===== config.mk =====
export PLATFORM = sky130hd
export DESIGN_NAME = life_grid_engine
export DESIGN_NICKNAME = d
export VERILOG_FILES = /design/src/rtl/life_grid_engine.sv
export SDC_FILE = /design/constraint.sdc
export NUM_CORES = 1
export LEC_CHECK = 0
export ABC_AREA = 1
export CORE_MARGIN = 4
export CORE_UTILIZATION = 46
export CTS_BUF_LIST = sky130_fd_sc_hd__clkbuf_8
export DETAILED_ROUTE_END_ITERATION = 7
export HOLD_SLACK_MARGIN = 0.12
export PLACE_DENSITY = 0.71
export SLEW_MARGIN = 20
export SYNTH_ARGS = -nofsm -noshare
export SYNTH_HDL_FRONTEND = slang
export SYNTH_SLANG_ARGS = --single-unit
export TNS_END_PERCENT = 30

===== constraint.sdc =====
create_clock -name clk -period 3.4 [get_ports clk]
set_input_delay 0.34 -clock clk [delete_from_list [all_inputs] [get_ports clk]]
set_output_delay 0.34 -clock clk [all_outputs]
set_load 0.05 [all_outputs]

===== src/rtl/life_grid_engine.sv =====
// rtl/life_grid_engine.sv - Game-of-Life board engine with B3/S23 rules, generation timer and row streamer
//
// Optional feature: define LIFE_GRID_WRAP_EN for a toroidal board; otherwise
// neighbours outside the grid count as dead.
//
// Ports:
//   clk, reset          single clock, synchronous active-high reset
//   load, data          level load of the whole board; cell (r,c) = data[r*COLS+c]
//   run, step           free-running advance every TICK_DIV cycles / single step while paused
//   board, gen_count    current board and generations since last load/reset
//   row_data, row_idx,
//   row_valid, row_ready,
//   row_last            one board row per valid/ready transfer, row_last on row ROWS-1
//   stream_busy         a frame is being streamed
module life_grid_engine #(
  parameter int ROWS     = 8,
  parameter int COLS     = 8,
  parameter int TICK_DIV = 16778523,
  parameter int GEN_W    = 16
) (
  input  logic                    clk,
  input  logic                    reset,
  input  logic                    load,
  input  logic [ROWS*COLS-1:0]    data,
  input  logic                    run,
  input  logic                    step,
  output logic [ROWS*COLS-1:0]    board,
  output logic [GEN_W-1:0]        gen_count,
  output logic [COLS-1:0]         row_data,
  output logic [$clog2(ROWS)-1:0] row_idx,
  output logic                    row_valid,
  input  logic                    row_ready,
  output logic                    row_last,
  output logic                    stream_busy
);

  localparam int N  = ROWS * COLS;
  localparam int IW = $clog2(ROWS);
  localparam int TW = $clog2(TICK_DIV);

  typedef enum logic {IDLE, SEND} state_t;

  // Returns the cell at (r,c) as a 4-bit value so eight of them can be summed.
  function automatic logic [3:0] cell_at(input logic [N-1:0] b, input int r, input int c);
`ifdef LIFE_GRID_WRAP_EN
    return 4'((b >> (((r + ROWS) % ROWS) * COLS + ((c + COLS) % COLS))) & N'(1));
`else
    if (r < 0 || r >= ROWS || c < 0 || c >= COLS) return 4'd0;
    return 4'((b >> (r * COLS + c)) & N'(1));
`endif
  endfunction

  logic [N-1:0]    next_board;
  logic [TW-1:0]   tick_cnt;
  logic            tick_last;
  logic            advance;
  logic            req;
  state_t          state, state_n;
  logic [N-1:0]    snapshot;
  logic [N-1:0]    snap_sh;
  logic [IW-1:0]   idx_n;
  logic            pending, pend_n;
  logic            snap_load;

  for (genvar r = 0; r < ROWS; r++) begin : g_row
    for (genvar c = 0; c < COLS; c++) begin : g_col
      logic [3:0] n;
      assign n = cell_at(board, r - 1, c - 1) + cell_at(board, r - 1, c) + cell_at(board, r - 1, c + 1)
               + cell_at(board, r,     c - 1)                           + cell_at(board, r,     c + 1)
               + cell_at(board, r + 1, c - 1) + cell_at(board, r + 1, c) + cell_at(board, r + 1, c + 1);
      assign next_board[r*COLS+c] = board[r*COLS+c] ? (n == 4'd2 || n == 4'd3) : (n == 4'd3);
    end
  end

  assign tick_last = (tick_cnt == TW'(TICK_DIV - 1));
  // step only matters while paused; the timer owns advancing while running.
  assign advance   = run ? tick_last : step;

  always_ff @(posedge clk) begin
    if (reset) begin
      board     <= '0;
      gen_count <= '0;
      tick_cnt  <= '0;
      req       <= 1'b0;
    end else begin
      // Frame request lags the board update by one cycle so the streamer
      // snapshots the freshly written board.
      req <= load | advance;
      if (load) begin
        board     <= data;
        gen_count <= '0;
        tick_cnt  <= '0;
      end else begin
        tick_cnt <= (run && !tick_last) ? tick_cnt + TW'(1) : '0;
        if (advance) begin
          board     <= next_board;
          gen_count <= gen_count + GEN_W'(1);
        end
      end
    end
  end

  always_comb begin
    state_n   = state;
    idx_n     = row_idx;
    pend_n    = pending;
    snap_load = 1'b0;
    case (state)
      IDLE: begin
        if (req) begin
          state_n   = SEND;
          snap_load = 1'b1;
          idx_n     = '0;
        end
      end
      SEND: begin
        if (req) pend_n = 1'b1;
        if (row_ready) begin
          if (row_idx != IW'(ROWS - 1)) begin
            idx_n = row_idx + IW'(1);
          end else if (pending || req) begin
            // Back-to-back frame: every queued request collapses into one re-snapshot.
            snap_load = 1'b1;
            idx_n     = '0;
            pend_n    = 1'b0;
          end else begin
            state_n = IDLE;
            idx_n   = '0;
          end
        end
      end
      default: state_n = IDLE;
    endcase
  end

  always_ff @(posedge clk) begin
    if (reset) begin
      state    <= IDLE;
      snapshot <= '0;
      row_idx  <= '0;
      pending  <= 1'b0;
    end else begin
      state   <= state_n;
      row_idx <= idx_n;
      pending <= pend_n;
      if (snap_load) snapshot <= board;
    end
  end

  assign snap_sh     = snapshot >> (int'(row_idx) * COLS);
  assign row_data    = snap_sh[COLS-1:0];
  assign row_valid   = (state == SEND);
  assign stream_busy = (state == SEND);
  assign row_last    = row_valid && (row_idx == IW'(ROWS - 1));

endmodule


==> results of run 1 <==
area by class of cell:
class / instances / share of cell area (%)
Multi-Input combinational cell: 1469 / 57.85
Sequential cell: 175 / 18.58
Timing Repair Buffer: 260 / 12.51
Inverter: 302 / 6.036
Tap cell: 455 / 2.969
Clock buffer: 21 / 1.507
Clock inverter: 11 / 0.5481
power breakdown:
part / switching, mW / internal (mW)
Sequential: 0.188 / 2.26
Clock: 0.855 / 0.665
Combinational: 3.86 / 2.71
Total: 4.90 / 5.63
worst register-to-register path, stage by stage (launching register included):
cell	delay [ns]
dfxtp_4	0.37
clkinvlp_4	0.12
fa_1	0.56
fa_1	0.43
fa_1	0.49
inv_1	0.04
ha_1	0.20
fa_1	0.38
or2_2	0.30
nand2_1	0.06
nand3_1	0.06
o21ai_1	0.12
nor2_1	0.05
nor2_1	0.09
worst max-delay path by stage:
stage                     slack [ns]         to       from  cells past startpoint
after floorplan                -0.21  board[11]   board[2]                     13
after global placement          0.09  board[27]  board[18]                     13
after detailed placement        0.05  board[44]  board[35]                     13
after CTS                       0.03  board[44]  board[35]                     13
after global routing           -0.06  board[14]  board[13]                     12
final                           0.05  board[27]  board[18]                     13
flip-flops by register name, indices dropped and copies added, names as in the netlist:
register / flops
req: 1
gen_count: 16
row_idx: 3
tick_cnt: 25
row_valid: 1
board: 64
pending: 1
snapshot: 64
kinds of logic after synthesis:
group           Yosys count  synth area share (%)
simple gates            740                 19.19
buf+inv                 382                 9.733
compound gates          365                 12.41
fa+ha+maj               343                 35.78
flops                   175                 21.75
xor+xnor                 21                 1.142
layer usage:
metal  vias up  routed length (um)  share of wire, %  track usage (%)
li1       6896                   -                 -                -
met1      6920               19760                44            31.98
met2       376               21850                48            39.52
met3        69                2449               5.4            3.899
met4         0                1118               2.5            7.060
met5         -                   0                 0                0
layout by cell type (no fill, tap or decap), types with 2 or more instances in the layout:
| cell type | count |
|---|---|
| clkinv_2 | 2 |
| inv_2 | 6 |
| or2_4 | 2 |
| nand2_2 | 3 |
| ha_2 | 3 |
| ha_1 | 143 |
| clkinv_4 | 4 |
| inv_6 | 2 |
| or2_2 | 13 |
| nand2_4 | 3 |
| nand2_1 | 276 |
| nor3_1 | 12 |
| nor2_1 | 292 |
| o21ai_1 | 9 |
| o2111ai_1 | 10 |
| buf_12 | 4 |
| dfxtp_4 | 12 |
| o211ai_1 | 27 |
| fa_2 | 7 |
| and3b_1 | 7 |
| o22ai_1 | 8 |
| a31oi_1 | 9 |
| clkinvlp_4 | 7 |
| o21ai_0 | 171 |
| xor2_1 | 11 |
| fa_1 | 189 |
| nand4_1 | 18 |
| nand3_1 | 108 |
| a21oi_1 | 117 |
| dfxtp_1 | 151 |
| clkbuf_8 | 21 |
| buf_6 | 3 |
| a21boi_0 | 8 |
| buf_4 | 99 |
| clkdlybuf4s50_1 | 154 |
| dfxtp_2 | 12 |
| inv_1 | 290 |
| xnor2_1 | 10 |
metrics by stage:
step / TNS [ns] / utilization [%] / hold WS, ns
2_1_floorplan: -1.642 / - / 0.4091
5_1_grt: -0.2861 / 55.51 / 0.4553
4_1_cts: 0 / 55.21 / 0.3982
6_report: 0 / 55.51 / 0.4242
3_5_place_dp: 0 / 54.07 / 0.4552
3_3_place_gp: 0 / 54.07 / 0.4469
what timing repair did:
| action | in CTS | in global routing |
|---|---|---|
| resized for setup | 0 | 24 |
| setup endpoints to repair | 0 | 15 |
| setup buffers | 0 | 6 |
==> impl_results.md, run 1 <==
- Hold Crit Class: primary input to register
- Layout area overhead: 19.04%
- Multi-input gate area: 11090 um2
- Nets: 2638
- Clock latency on the worst-skew pair: 0.48 ns
- Fill cells: 3248
- Tcrit/Tclk final: 98.43%
- Initial antenna violation count: 0
- WHS Path Cells: 5
- Crit path max fanout: 4
- Vias per cell: 5.296
- CTS max path bufs: 2
- H-Tree Depth: 4
- Crit path kind: register to register
- Lkg Pwr: 8.630 nW
- Routed vias: 14.26k
- Crit path time final: 3.347 ns
- Place WS: 0.05383 ns
- FF/Latch Area: 3563 um2
- Placed Cells: 2655
- Setup slack on the worst flop-to-flop path: 0.05 ns
- Distinct cells, synth: 39
- Final Power: 10.54 mW
- Pwr dens: 549.5 nW/um2
- Max-Cap Viols: 0
- CTS buffer count: 17
- Share of cells above drive strength 1: 9.383%
- Slew margin rel.: 37.78%
- Top cells by area, synth: fa_1 (24%), dfxtp_1 (22%), ha_1 (11%), inv_1 (7.0%), nor2_1 (6.8%)
- Hold Violations, Final: 0
- Final worst slack: 0.05350 ns
- Reg2Reg Depth: 13
- Req. time, crit path: 3.81 ns
- Layout Skew: 0.02124 ns
- Ys flop type: dfxtp_1
- CTS Sinks: 175
- Most Frequent Cell on Critical Path: fa_1
- Yosys top cell by area: fa_1
- Core area: 34540 um2
- Reg2reg start: board[18]
- Starting Density: 46.63%
- Worst EP arrival: 3.76 ns
- Ys async rst share: 0%
- Cell Area, Synth: 16110 um2
- Routed Wire Length: 45180 um
- Slew Limit Fails: 0
- Worst Tran Pin Value: 0.9333 ns
- Height of the die: 195.1 um
- Outcome: finished clean
- Cell Count, Final, Fillers Out: 2693
- Reg clk slew, reported paths: 0.10 ns
- First-pass GRT wire length: 74530 um
- Post-synth top area share: 24.36%
- Routed Antenna Nets: 0
- Hold Buf Count CTS: 0
- WHS Endpoint: board[61]
- CTS tree: done
- Sequential share of the synthesized area: 21.75%
- Hold path start: load
- Synthesis-stage register bit count: 175
- Slowest cell on the critical path: fa_1
- Max Freq: 0.2988 GHz
- Row cnt: 68
- Number of diodes: 0
- Placed cell area: 18680 um2
- Number of global-route vias before repair: 14.38k
- Reg2reg end: board[27]
- Delay-heaviest family, CP: adder cells
- Tot GR Track Use: 23.72%
- Die outline area: 38080 um2
- HPWL after detailed placement: 34490 um
- Yosys warning count: 0
- Clock tree root buffer cell: clkbuf_8
- Total congestion overflow: 0
- EDFF count, synth: 0
- Die width: 195.1 um
- DR pass1 iterations: 5
- GPL Wtd Cong: 0.8815
- Syn_nets: 2439
- Startpoint Class: register
- Critical path cell sequence: clkinvlp_4 -> fa_1 -> fa_1 -> fa_1 -> inv_1 -> ha_1 -> fa_1 -> or2_2 -> nand2_1 -> nand3_1 -> o21ai_1 -> nor2_1 -> nor2_1
- Largest net degree at the start of global routing: 130
- Setup Viol. Count Final: 0
- RSZ-0062 raised after global routing: true
- Wirelength per Cell: 16.78 um
- Top cells by count, synth: inv_1 (299), nor2_1 (293), nand2_1 (278)
- Most common cell in the netlist: inv_1
- I/O Buffers: 163
- DRC: 0
- CP bufs+invs: 2
- Peak VDD IR: 0.2660 mV
- Crit path largest cell delay: 0.56 ns
- CP Capture Type: register
- Cell area after layout: 19170 um2
- Syn Inst Count: 2026
- IO Count: 164
- Iteration-0 DRC Markers: 922
- Mean area per synthesized cell: 7.951 um2
Note: power is estimated with default switching activity, not from simulation.
==> inputs of run 2 (changes only) <==
--- a/config.mk
+++ b/config.mk
@@ -11,7 +11,7 @@
 export CTS_BUF_LIST = sky130_fd_sc_hd__clkbuf_8
 export DETAILED_ROUTE_END_ITERATION = 7
 export HOLD_SLACK_MARGIN = 0.12
-export PLACE_DENSITY = 0.71
+export PLACE_DENSITY = 0.69
 export SLEW_MARGIN = 20
 export SYNTH_ARGS = -nofsm -noshare
 export SYNTH_HDL_FRONTEND = slang
==> constraint.sdc (replaced) <==
create_clock -name clk -period 4.1 [get_ports clk]
set_input_delay 0.41 -clock clk [delete_from_list [all_inputs] [get_ports clk]]
set_output_delay 0.41 -clock clk [all_outputs]
set_load 0.05 [all_outputs]
==> run 2 against run 1 <==
Effect of this change:
- flip-flop and latch count unchanged
- final cell count shrank 1.5%
- critical path depth did not move
- die area did not move
- combinational power fell by 21%
- sequential share of layout area increased by 0.12 points
- global-route usage is 0.24 points higher
- clock power fell by 18%
- largest cell class unchanged
- clock-buffer cell count fell by 4
==> impl_results.md, run 2 (same netlist as run 1, synthesis figures left out) <==
- Outcome: finished clean (unchanged)
- Crit path max fanout: 6 (was 4)
- Layout Utilization: 54.23% (was 55.51%)
- Placed Cells: 2621 (was 2655)
- WHS Endpoint: board[26] (was board[61])
- Lkg Pwr: 8.425 nW (was 8.630 nW)
- Share of cells above drive strength 1: 5.323% (was 9.383%)
- Place WS: 0.4328 ns (was 0.05383 ns)
- Number of global-route vias before repair: 14.63k (was 14.38k)
- Slew Limit Fails: 0 (unchanged)
- Internal power: 4.479 mW (was 5.632 mW)
- CTS buffer count: 17 (unchanged)
- Final worst slack: 0.4143 ns (was 0.05350 ns)
- Clk pwr share: 14.7% (was 14.4%)
- Crit path kind: register to register (unchanged)
- Hold Buf Count CTS: 0 (unchanged)
- Req. time, crit path: 4.53 ns (was 3.81 ns)
- Tot GR Track Use: 23.96% (was 23.72%)
- Tcrit/Tclk final: 89.89% (was 98.43%)
- RSZ-0062 raised after global routing: false (was true)
- Routed Antenna Nets: 0 (unchanged)
- CTS Sinks: 175 (unchanged)
- Initial antenna violation count: 0 (unchanged)
- Net Sw Power: 4.038 mW (was 4.904 mW)
- IO Count: 164 (unchanged)
- Largest regs: board (64), snapshot (64), tick_cnt (25) (unchanged)
- Total congestion overflow: 0 (unchanged)
- Iteration-0 DRC Markers: 885 (was 922)
- DR pass1 iterations: 5 (unchanged)
- H-Tree Depth: 4 (unchanged)
- Most frequent cells in the layout: inv_1 (298), nor2_1 (293), nand2_1 (277), fa_1 (196), o21ai_0 (180) (was nor2_1 (292), inv_1 (290), nand2_1 (276), fa_1 (189), o21ai_0 (171))
- Slew margin rel.: 33.26% (was 37.78%)
- Commonest non-fill, non-tap cell in the layout: inv_1 (was nor2_1)
- WHS Path Cells: 5 (unchanged)
- First-pass GRT wire length: 74890 um (was 74530 um)
- Cell Count, Final, Fillers Out: 2653 (was 2693)
- Height of the die: 195.1 um (unchanged)
- Fin Setup TNS: 0 ns (unchanged)
- Final Power: 8.517 mW (was 10.54 mW)
- Layout area overhead: 16.30% (was 19.04%)
- Starting Density: 46.63% (unchanged)
- I/O Buffers: 163 (unchanged)
- Setup Viol. Count Final: 0 (unchanged)
- Worst setup startpoint: board[36] (was board[18])
- CTS max path bufs: 2 (unchanged)
- Startpoint Class: register (unchanged)
- Clock tree root buffer cell: clkbuf_8 (unchanged)
- Number of diodes: 0 (unchanged)
- DRC: 0 (unchanged)
- GPL Wtd Cong: 0.8732 (was 0.8815)
- Reg2Reg Depth: 13 (unchanged)
- CTS tree: done (unchanged)
- Post-cts repair resize count: 0 (unchanged)
- Part of the power in registers: 24.3% (was 23.2%)
- Hold Violations, Final: 0 (unchanged)
- Reg clk slew, reported paths: 0.12 ns (was 0.10 ns)
- Reg2reg end: board[45] (was board[27])
- Die outline area: 38080 um2 (unchanged)
- Hold Crit Class: primary input to register (unchanged)
- Nets: 2598 (was 2638)
- Clock latency on the worst-skew pair: 0.50 ns (was 0.48 ns)
- Cell area after layout: 18730 um2 (was 19170 um2)
- Max-Cap Viols: 0 (unchanged)
- Logic gate share of total power: 61.1% (was 62.3%)
- Wirelength per Cell: 16.93 um (was 16.78 um)
- Crit path time final: 3.686 ns (was 3.347 ns)
- CP Capture Type: register (unchanged)
- Placed cell area: 18350 um2 (was 18680 um2)
- Setup slack on the worst flop-to-flop path: 0.41 ns (was 0.05 ns)
- Hold path start: load (unchanged)
- Row cnt: 68 (unchanged)
- HPWL after detailed placement: 33980 um (was 34490 um)
- Core area: 34540 um2 (unchanged)
- Routed vias: 14.01k (was 14.26k)
- Vias per cell: 5.281 (was 5.296)
- Post-CTS setup buffers: 0 (unchanged)
- Peak VDD IR: 0.2603 mV (was 0.2660 mV)
- Worst EP arrival: 4.11 ns (was 3.76 ns)
- Hold slack: 0.4602 ns (was 0.4242 ns)
- Max Freq: 0.2713 GHz (was 0.2988 GHz)
- Largest net degree at the start of global routing: 110 (was 130)
- Routed Wire Length: 44920 um (was 45180 um)
- Worst Tran Pin Value: 0.9982 ns (was 0.9333 ns)
- Die width: 195.1 um (unchanged)
- Reg2reg start: board[36] (was board[18])
- Switch share: 47.41% (was 46.55%)
- Layout Skew: 0.02820 ns (was 0.02124 ns)
- Pwr dens: 454.6 nW/um2 (was 549.5 nW/um2)
[run 2: cell types whose count changed in the layout (fill, tap and decap cells not counted), sizes merged]
cell | before | now
buf | 106 | 58
clkinv | 6 | 4
clkbuf | 21 | 17
inv | 299 | 309
clkdlybuf4s50 | 154 | 162
clkinvlp | 7 | 3
[run 2: layout make-up]
type | count | area, um2
inverter | 302 | 1135
tap | 455 | 569.3
multi-input combinational | 1469 | 11040
clock buffer | 17 | 234.0
fill | 3301 | 15810
clock inverter | 15 | 153.9
sequential | 175 | 3503
timing repair buffer | 220 | 2095
[run 2: power by group through the flow]
stage | clock, mW | sequential [mW] | combinational, mW
detailed placement | 0 | 2.10 | 5.20
global placement | 0 | 2.10 | 4.89
finish | 1.25 | 2.07 | 5.20
global route | 1.34 | 2.10 | 6.06
floorplan | 0 | 2.48 | 3.30
CTS | 1.28 | 2.07 | 5.25
[run 2: worst max-delay path by stage]
stage / end / slack (ns) / cells past startpoint
after floorplan: board[27] / 0.17 / 13
after global placement: board[45] / 0.52 / 13
after detailed placement: board[45] / 0.43 / 13
after CTS: row_data[1] / 0.39 / 6
final: board[45] / 0.41 / 13
after global routing: board[45] / 0.14 / 13
[run 2: routing by layer]
| metal | share of wire, % | vias up | GRT usage (%) |
|---|---|---|---|
| met5 | 0 | - | 0 |
| met4 | 2.0 | 0 | 6.491 |
| met3 | 5.6 | 63 | 4.831 |
| met2 | 48 | 363 | 40.77 |
| met1 | 44 | 6777 | 31.27 |
| li1 | - | 6807 | - |
[run 2: worst max-delay path, stage by stage (launching register included)]
cell	delay [ns]
dfxtp_1	0.49
inv_1	0.25
fa_1	0.59
fa_1	0.43
fa_1	0.49
inv_1	0.04
ha_1	0.20
fa_1	0.40
or2_2	0.29
nand2_1	0.07
nand3_1	0.05
o21ai_0	0.17
nor2_1	0.07
nor2_1	0.09
